**src/rtl/mem_access_pkg.sv**
```systemverilog
// Shared types and width helpers for the memory access sequencer.
package mem_access_pkg;

    typedef enum logic [1:0] {
        ST_IDLE = 2'd0,
        ST_BUS  = 2'd1,
        ST_RESP = 2'd2
    } state_t;

    // Beat-index width: clog2(max_beats), never narrower than one bit.
    function automatic int calc_len_w(input int max_beats);
        if (max_beats <= 32'sd1) begin
            return 32'sd1;
        end else begin
            return $clog2(max_beats);
        end
    endfunction

    // Width of a counter that must be able to hold max_val.
    function automatic int calc_cnt_w(input int max_val) ;
        if (max_val <= 32'sd1) begin
            return 32'sd1;
        end else begin
            return $clog2(max_val + 32'sd1);
        end
    endfunction

endpackage

```
**src/rtl/mem_addr_step.sv**
```systemverilog
// Beat address generator: base + offset, either linear or confined to the
// 256-byte page of base (6502 indirect-vector wrap).
module mem_addr_step #(
    parameter int ADDR_W = 16
) (
    input  logic [ADDR_W-1:0] base,
    input  logic [ADDR_W-1:0] offset,
    input  logic              page_wrap,
    output logic [ADDR_W-1:0] addr
);

    logic [ADDR_W-1:0] lin_s;
    logic [7:0]        low_s;

    // Select the linear sum or the page-confined sum
    always_comb begin
        lin_s = base + offset;
        low_s = base[7:0] + offset[7:0];
        if (page_wrap) begin
            addr = {base[ADDR_W-1:8], low_s};
        end else begin
            addr = lin_s;
        end
    end

endmodule

```
**src/rtl/mem_access_seq.sv**
```systemverilog
// Memory access sequencer: runs one control-unit request as 1..MAX_BEATS byte
// beats on a ready-handshaked bus, with an optional per-beat timeout.
module mem_access_seq
    import mem_access_pkg::*;
#(
    parameter  int ADDR_W    = 16,
    parameter  int DATA_W    = 8,
    parameter  int MAX_BEATS = 2,
    parameter  int WAIT_MAX  = 15,
    localparam int LEN_W     = calc_len_w(MAX_BEATS)
) (
    input  logic                        clk_1,
    input  logic                        rst_n,
    input  logic                        req,
    input  logic                        w_rd,
    input  logic                        pc_data,
    input  logic [ADDR_W-1:0]           pc,
    input  logic [ADDR_W-1:0]           address,
    input  logic [LEN_W-1:0]            len,
    input  logic                        page_wrap,
    input  logic [DATA_W*MAX_BEATS-1:0] wdata,
    output logic [DATA_W*MAX_BEATS-1:0] rdata,
    output logic                        busy,
    output logic                        done,
    output logic                        err,
    output logic                        mem_en,
    output logic                        mem_we,
    output logic [ADDR_W-1:0]           mem_addr,
    output logic [DATA_W-1:0]           mem_wdata,
    input  logic [DATA_W-1:0]           mem_rdata,
    input  logic                        mem_rdy
);

    localparam int               WAIT_W  = calc_cnt_w(WAIT_MAX);
    localparam logic [LEN_W-1:0] LEN_MAX = LEN_W'(MAX_BEATS - 1);

    state_t                      state_r;
    state_t                      state_nxt_s;
    logic [ADDR_W-1:0]           base_r;
    logic [ADDR_W-1:0]           step_addr_s;
    logic                        w_rd_r;
    logic                        page_wrap_r;
    logic                        done_r;
    logic                        err_r;
    logic                        beat_ok_s;
    logic                        timeout_s;
    logic                        last_s;
    logic [LEN_W-1:0]            len_r;
    logic [LEN_W-1:0]            beat_r;
    logic [LEN_W-1:0]            len_clamp_s;
    logic [WAIT_W-1:0]           wait_r;
    logic [DATA_W*MAX_BEATS-1:0] wdata_r;
    logic [DATA_W*MAX_BEATS-1:0] rdata_r;

    // Requested length clamped to the number of data slots
    always_comb begin
        if (len > LEN_MAX) begin
            len_clamp_s = LEN_MAX;
        end else begin
            len_clamp_s = len;
        end
    end

    // FSM state register
    always_ff @(posedge clk_1 or negedge rst_n) begin
        if (!rst_n) begin
            state_r <= ST_IDLE;
        end else begin
            state_r <= state_nxt_s;
        end
    end

    // Next-state logic; a ready beat takes priority over the timeout check
    always_comb begin
        state_nxt_s = state_r;
        beat_ok_s   = 1'b0;
        timeout_s   = 1'b0;
        last_s      = (beat_r == len_r);
        case (state_r)
            ST_IDLE: begin
                if (req) begin
                    state_nxt_s = ST_BUS;
                end else begin
                    state_nxt_s = ST_IDLE;
                end
            end
            ST_BUS: begin
                if (mem_rdy) begin
                    beat_ok_s = 1'b1;
                    if (last_s) begin
                        state_nxt_s = ST_RESP;
                    end else begin
                        state_nxt_s = ST_BUS;
                    end
                end else if ((WAIT_MAX > 32'sd0) && (wait_r == WAIT_W'(WAIT_MAX))) begin
                    timeout_s   = 1'b1;
                    state_nxt_s = ST_RESP;
                end else begin
                    state_nxt_s = ST_BUS;
                end
            end
            ST_RESP: state_nxt_s = ST_IDLE;
            default: state_nxt_s = ST_IDLE;
        endcase
    end

    // Request latch, beat/wait counters, read capture and completion pulses
    always_ff @(posedge clk_1 or negedge rst_n) begin
        if (!rst_n) begin
            base_r      <= '0;
            w_rd_r      <= 1'b0;
            len_r       <= '0;
            page_wrap_r <= 1'b0;
            wdata_r     <= '0;
            rdata_r     <= '0;
            beat_r      <= '0;
            wait_r      <= '0;
            done_r      <= 1'b0;
            err_r       <= 1'b0;
        end else begin
            done_r <= 1'b0;
            err_r  <= 1'b0;
            case (state_r)
                ST_IDLE: begin
                    if (req) begin
                        base_r      <= pc_data ? pc : address;
                        w_rd_r      <= w_rd;
                        len_r       <= len_clamp_s;
                        page_wrap_r <= page_wrap;
                        wdata_r     <= wdata;
                        rdata_r     <= '0;
                        beat_r      <= '0;
                        wait_r      <= '0;
                    end
                end
                ST_BUS: begin
                    if (beat_ok_s) begin
                        if (!w_rd_r) begin
                            rdata_r[int'(beat_r)*DATA_W +: DATA_W] <= mem_rdata;
                        end
                        wait_r <= '0;
                        if (last_s) begin
                            done_r <= 1'b1;
                        end else begin
                            beat_r <= beat_r + LEN_W'(1);
                        end
                    end else begin
                        wait_r <= wait_r + WAIT_W'(1);
                        if (timeout_s) begin
                            done_r <= 1'b1;
                            err_r  <= 1'b1;
                        end
                    end
                end
                default: begin
                    done_r <= 1'b0;
                end
            endcase
        end
    end

    mem_addr_step #(
        .ADDR_W(ADDR_W)
    ) u_addr_step (
        .base     (base_r),
        .offset   (ADDR_W'(beat_r)),
        .page_wrap(page_wrap_r),
        .addr     (step_addr_s)
    );

    assign busy   = (state_r == ST_BUS);
    assign mem_en = busy;
    assign mem_we = busy & w_rd_r;
    assign done   = done_r;
    assign err    = err_r;
    assign rdata  = rdata_r;

    // Address and write data are driven only while a beat is on the bus
    always_comb begin
        if (busy) begin
            mem_addr  = step_addr_s;
            mem_wdata = wdata_r[int'(beat_r)*DATA_W +: DATA_W];
        end else begin
            mem_addr  = '0;
            mem_wdata = '0;
        end
    end

endmodule

```
**config.mk**
```make
export PLATFORM = sky130hd
export DESIGN_NAME = mem_access_seq
export DESIGN_NICKNAME = d
export VERILOG_FILES = /design/src/rtl/mem_access_pkg.sv /design/src/rtl/mem_addr_step.sv /design/src/rtl/mem_access_seq.sv
export SDC_FILE = /design/constraint.sdc
export NUM_CORES = 1
export LEC_CHECK = 0
export CAP_MARGIN = 20
export CORE_UTILIZATION = 45
export CTS_CLUSTER_DIAMETER = 40
export DETAILED_ROUTE_END_ITERATION = 16
export MAX_ROUTING_LAYER = met4
export PLACE_DENSITY = 0.81
export SLEW_MARGIN = 20
export SYNTH_ARGS = -nofsm -noshare
export SYNTH_HDL_FRONTEND = slang
export SYNTH_SLANG_ARGS = --single-unit
```
**constraint.sdc**
```tcl
create_clock -name clk_1 -period 2.2 [get_ports clk_1]
set_input_delay 0.22 -clock clk_1 [delete_from_list [all_inputs] [get_ports clk_1]]
set_output_delay 0.22 -clock clk_1 [all_outputs]
set_load 0.05 [all_outputs]
```
==> flow_summary.yaml, run 1 <==
worst_setup_path:
  arrival_ns: 2.00
  cpLargestDelayFamily: "simple AND/OR/NAND/NOR gates"
  reg2reg_setup_slack_ns: 0.50
  startpoint: "page_wrap_r"
  cp_max_fo: 3
  required_ns: 1.98
  cp.depth: 5
  crit_end: "mem_addr[13]"
  reg2reg_depth: 4
  r2r_end: "wdata_r[10]"
  cp_slowest_stage_delay_ns: 0.51
  cp_cell_sequence: "and4b_1 > nand3_2 > or4_4 > a21oi_4 > buf_12"
  worstReg2RegStart: "state_r[0]"
  setup.worst_path.start_class: "register"
  timing.critical_path.slowest_stage_cell: "or4_4"
  worst-path-buf-inv: 1
  worstSetupPathType: "reg2out"
  cp-end-kind: "output port"
sta:
  final-max-slew-violation-count: 0
  relSlewSlack_pct: 50.8
  tightest_slew_ns: 0.738
  rsz0062_at_grt: "yes"
  hold_violations: 0
  finalSetupViolations: 1
  final.setup.worst_slack_ns: -0.0247
  fmax_mhz: 449
  final.period_utilization_pct: 101
  holdWs_ns: 0.0253
  setup_tns_ns: -0.0247
  fin_crit_ns: 2.22
  fin_skew_ns: 0.00632
cells_and_area:
  final_cell_mix: "80 x clkdlybuf4s50_1, 57 x dfrtp_1, 40 x nor2_1, 25 x mux2i_1, 22 x buf_4"
  utilization_pct: 73.2
  synthToLayoutAreaGrowth_pct: 55.5
  n_fill_cell: 437
  final_cell_area_um2: 4680
  n_antenna_cell: 0
  drive_gt1_share_pct: 24.7
  nets: 463
  final_common_cell: "clkdlybuf4s50_1"
status:
  violations: "setup timing"
  status: "finished, violations left"
global_route:
  antenna_found_initial: 0
  grtUsageTotal_pct: 24.3
  grt_pass1_wl_um: 12900
  grt.overflow.total: 0
  grt_max_degree: 61
  grt_pass1_vias: 2600
drt:
  via_count: 2635
  wl_per_cell_um: 16.6
  wl_um: 7930
  ant_nets: 0
  via_per_inst: 5.51
  route.detailed.drc: 0
  drtIter0Drc: 124
  first_pass_iters: 4
synthesis:
  ys_ff_latch: 60
  ys_async_sr_fraction_pct: 100
  synth_warnings: 0
  ys_types: 35
  ys_seq_area_share_pct: 49.9
  synth_area_per_cell_um2: 10.9
  synthFlopType: "dfrtp_1"
  synth_edf_count: 0
  synth_area_um2: 3010
  syn_inst: 277
  syn_nets: 344
placement:
  gp_congestion: 0.805
  portBuffers: 108
  place.detailed.hpwl_um: 5500
  place_area_um2: 4380
power:
  p_int_mw: 4.20
  p_comb_share_pct: 61.8
  leakage_nw: 2.00
  pwr-share-clk_pct: 12.4
  switching_share_pct: 46.3
  p_per_area_nw_per_um2: 1670
  worst_ir_drop_vdd_v: 0.00127
  power_frac_seq_pct: 25.8
  switching_power_mw: 3.62
  finalPower_mw: 7.82
clocking:
  clockRootBuffer: "clkbuf_8"
  cts.htree.levels: 3
  cts_buffers: 9
  path_clk_slew_ns: 0.07
  cts_tree: "yes"
  cts_buffer_depth: 2
  cts.sinks: 60
  hold_buffers: 0
  clock_latency_ns: 0.34
floorplan:
  initial_core_util_pct: 47.1
  fp.dieH_um: 83.8
  row_count: 29
  die_area_um2: 7010
  core-area_um2: 6390
  ios: 109
  die_x_um: 83.8
run:
  drv_cap: 0
min_path:
  worstHoldPathType: "in2async"
## cell families after synthesis
group           after synthesis  share of synthesized area, %
compound gates               51                          11.7
buf+inv                      19                          2.87
simple gates                 87                          14.9
flops                        60                          49.9
mux                          46                          16.1
xor+xnor                     11                          3.20
fa+ha+maj                     3                          1.25
## synth_stat cells, types with 2 or more instances
library cell,instances,share of area (%)
o31ai_1,2,0.50
xor2_1,7,2.0
and3_1,2,0.42
nand4_1,3,0.62
clkbuf_1,6,0.75
a21oi_1,20,3.3
nor3_1,3,0.50
o21ai_0,3,0.50
ha_1,3,1.2
a41o_2,2,0.75
nand3_1,7,1.2
and2_1,4,0.83
nand4b_1,2,0.58
xnor2_1,4,1.2
a21o_1,2,0.50
mux2_2,20,7.5
nand2b_1,4,0.83
nand2_1,15,1.9
a31oi_1,2,0.42
nor4_4,2,1.4
dfrtp_1,60,50
a22o_1,17,4.9
mux2i_1,26,8.7
buf_2,9,1.5
inv_1,3,0.37
nor2_1,40,5.0
## routing by layer
metal  GRT usage [%]  routed length, um  vias up
met5               -                  0        -
met4            12.3                255        0
met3            4.06                385       25
met2            38.3               3990       90
met1            30.5               3300     1292
li1                -                  -     1228
## worst min-delay path by stage
stage,from,end,cells past startpoint
2_1_floorplan,rst_n,base_r[0],0
3_3_place_gp,rst_n,wdata_r[12],2
3_5_place_dp,rst_n,wdata_r[5],2
4_1_cts,rst_n,wdata_r[5],2
5_1_grt,rst_n,wdata_r[5],2
6_report,rst_n,base_r[7],2
## state kept, by name, indices dropped and copies added (netlist names)
register     count
base_r          16
rdata           16
wdata_r         16
wait_r           4
state_r          2
beat_r           1
done             1
err              1
len_r            1
page_wrap_r      1
w_rd_r           1
## per-stage QoR
step	setup slack, ns	std cells
final	-0.0247	478
after detailed placement	0.209	455
after CTS	0.0000548	477
after global routing	-0.0806	478
after floorplan	0.0112	277
after global placement	0.254	455
## final cells by class
class / instances / area, um2 / area share [%]
Clock buffer: 12 / 145 / 3.10
Timing Repair Buffer: 124 / 1390 / 29.7
Tap cell: 77 / 96.3 / 2.06
Inverter: 3 / 15.0 / 0.321
Clock inverter: 4 / 48.8 / 1.04
Sequential cell: 60 / 1510 / 32.2
Multi-Input combinational cell: 198 / 1480 / 31.5
## repair_timing
item                                    CTS  global route
resized for setup                         5             9
endpoints found under the setup margin    5             6
pin swaps                                 2             6
cloned                                    0             0
setup buffers                             6             1
## power groups by stage
stage	sequential [mW]	clock, mW	combinational [mW]
global route	2.08	1.04	5.07
global placement	1.95	0	4.63
floorplan	2.21	0	2.55
finish	2.01	0.972	4.83
CTS	1.98	0.989	4.81
detailed placement	1.99	0	4.71
No activity file was read; power rests on OpenSTA's default activity.
==> run 2: changes to the inputs <==
TNS_END_PERCENT = 50   (was unset)
==> run 2 against run 1 <==
  * The flow still finishes with violations (setup timing)
  * Fmax rose by 0.61%
  * First-iteration DRC count rose by 12%
  * Clock skew fell by 0.0016 ns
  * Register-to-register slack improved by 0.02 ns
  * Clock power barely moved
  * Die area did not move
  * Via count fell by 0.83%
  * Final cell count rose by 0.42%
  * Count of clock-buffer cells in the layout did not move
  * Critical path type unchanged
==> flow_summary.yaml, run 2 (synthesis results as in run 1) <==
status:
  status: "finished, violations left"
  violations: "setup timing"
power:
  pwr-share-clk_pct: 12.4
  p_comb_share_pct: 62.5
  power_frac_seq_pct: 25.1
  p_int_mw: 4.23
  switching_share_pct: 46.1
  switching_power_mw: 3.61
  worst_ir_drop_vdd_v: 0.00134
  p_per_area_nw_per_um2: 1670
  leakage_nw: 2.02
clocking:
  cts_buffer_depth: 2
  cts.sinks: 60
  path_clk_slew_ns: 0.07
  clockRootBuffer: "clkbuf_8"
  cts_tree: "yes"
  clock_latency_ns: 0.34
  cts.htree.levels: 3
  cts_buffers: 9
drt:
  drtIter0Drc: 139
  via_per_inst: 5.44
  first_pass_iters: 4
  wl_um: 7830
  via_count: 2613
  wl_per_cell_um: 16.3
  ant_nets: 0
  route.detailed.drc: 0
worst_setup_path:
  worstSetupPathType: "reg2out"
  reg2reg_depth: 6
  setup.worst_path.start_class: "register"
  arrival_ns: 1.99
  cp_max_fo: 3
  required_ns: 1.98
  cp-end-kind: "output port"
sta:
  relSlewSlack_pct: 53.4
  holdWs_ns: 0.459
  fin_skew_ns: 0.00475
  fmax_mhz: 452
  final.period_utilization_pct: 101
  finalSetupViolations: 1
  setup_tns_ns: -0.0113
  final.setup.worst_slack_ns: -0.0113
  fin_crit_ns: 2.21
  final-max-slew-violation-count: 0
  rsz0062_at_grt: "yes"
  tightest_slew_ns: 0.699
  hold_violations: 0
cells_and_area:
  synthToLayoutAreaGrowth_pct: 56.6
  drive_gt1_share_pct: 24.3
  final_common_cell: "clkdlybuf4s50_1"
  nets: 465
  utilization_pct: 73.7
  n_antenna_cell: 0
  final_cell_mix: "80 x clkdlybuf4s50_1, 57 x dfrtp_1, 40 x nor2_1, 25 x mux2i_1, 22 x buf_12"
  final_cell_count_no_fill: 480
  final_cell_area_um2: 4710
floorplan:
  ios: 109
  die_x_um: 83.8
  core-area_um2: 6390
  row_count: 29
  die_area_um2: 7010
  initial_core_util_pct: 47.1
  fp.dieH_um: 83.8
global_route:
  grt_pass1_vias: 2760
  grt_max_degree: 52
  grt.overflow.total: 0
  grt_pass1_wl_um: 13000
  antenna_found_initial: 0
  grtUsageTotal_pct: 24.4
placement:
  placed_cells_incl_taps: 454
  portBuffers: 108
  place_area_um2: 4380
  gp_congestion: 0.836
  place.detailed.hpwl_um: 5440
min_path:
  worstHoldPathType: "in2async"
run:
  drv_cap: 0
## run 2: layout make-up
class                   instances  area, um2
fillers                       425       1680
repair buffers                126       1430
multi-input cells             198       1470
flip-flops and latches         60       1510
clock inverters                 4       48.8
well taps                      77       96.3
clock buffers                  12        145
inverters                       3       11.3
## run 2: repair_timing
action,in CTS,in global routing
hold endpoints to repair,30,0
pin swaps,3,2
buffers inserted,6,3
setup endpoints to repair,6,6
hold buffers,1,0
gates resized for setup,6,9
## run 2: routing by layer
layer | part of all wire (%) | vias to the layer above | track usage, %
met1 | 42 | 1277 | 28.9
met2 | 52 | 80 | 40.1
met4 | 2.7 | 0 | 12.6
li1 | - | 1238 | -
met5 | 0 | - | -
met3 | 4.2 | 18 | 4.15
## run 2: power groups by stage
stage,Clock [mW],Combinational [mW],Sequential (mW)
after CTS,0.984,4.82,1.95
after global routing,1.05,5.15,2.04
after floorplan,0,2.54,2.21
final,0.974,4.90,1.97
after global placement,0,4.64,1.95
after detailed placement,0,4.69,1.97
## run 2: path summary, 6_finish.rpt
kind	from	endpoint	slack [ns]
worst max-delay path	page_wrap_r	mem_addr[13]	-0.01
max in group asynchronous	rst_n	base_r[3]	1.13
min in group clk_1	wdata[10]	wdata_r[10]	0.49
worst min-delay path	rst_n	wdata_r[6]	0.46
worst min register to register	wdata_r[4]	wdata_r[4]	0.51
worst max register to register	beat_r	rdata[4]	0.52
## run 2: worst max-delay path: stages (launching register included)
cell and delay [ns]:
dfrtp_1 0.40, and4b_1 0.30, nand3_2 0.12, or4_4 0.52
a21oi_4 0.17, buf_12 0.15
## run 2: per-stage QoR
| stage | power [mW] | setup slack, ns |
|---|---|---|
| after detailed placement | 6.67 | 0.211 |
| final | 7.84 | -0.0113 |
| after CTS | 7.76 | 0.0129 |
| after global routing | 8.23 | -0.0679 |
| after global placement | 6.58 | 0.269 |
| after floorplan | 4.75 | -0.0422 |
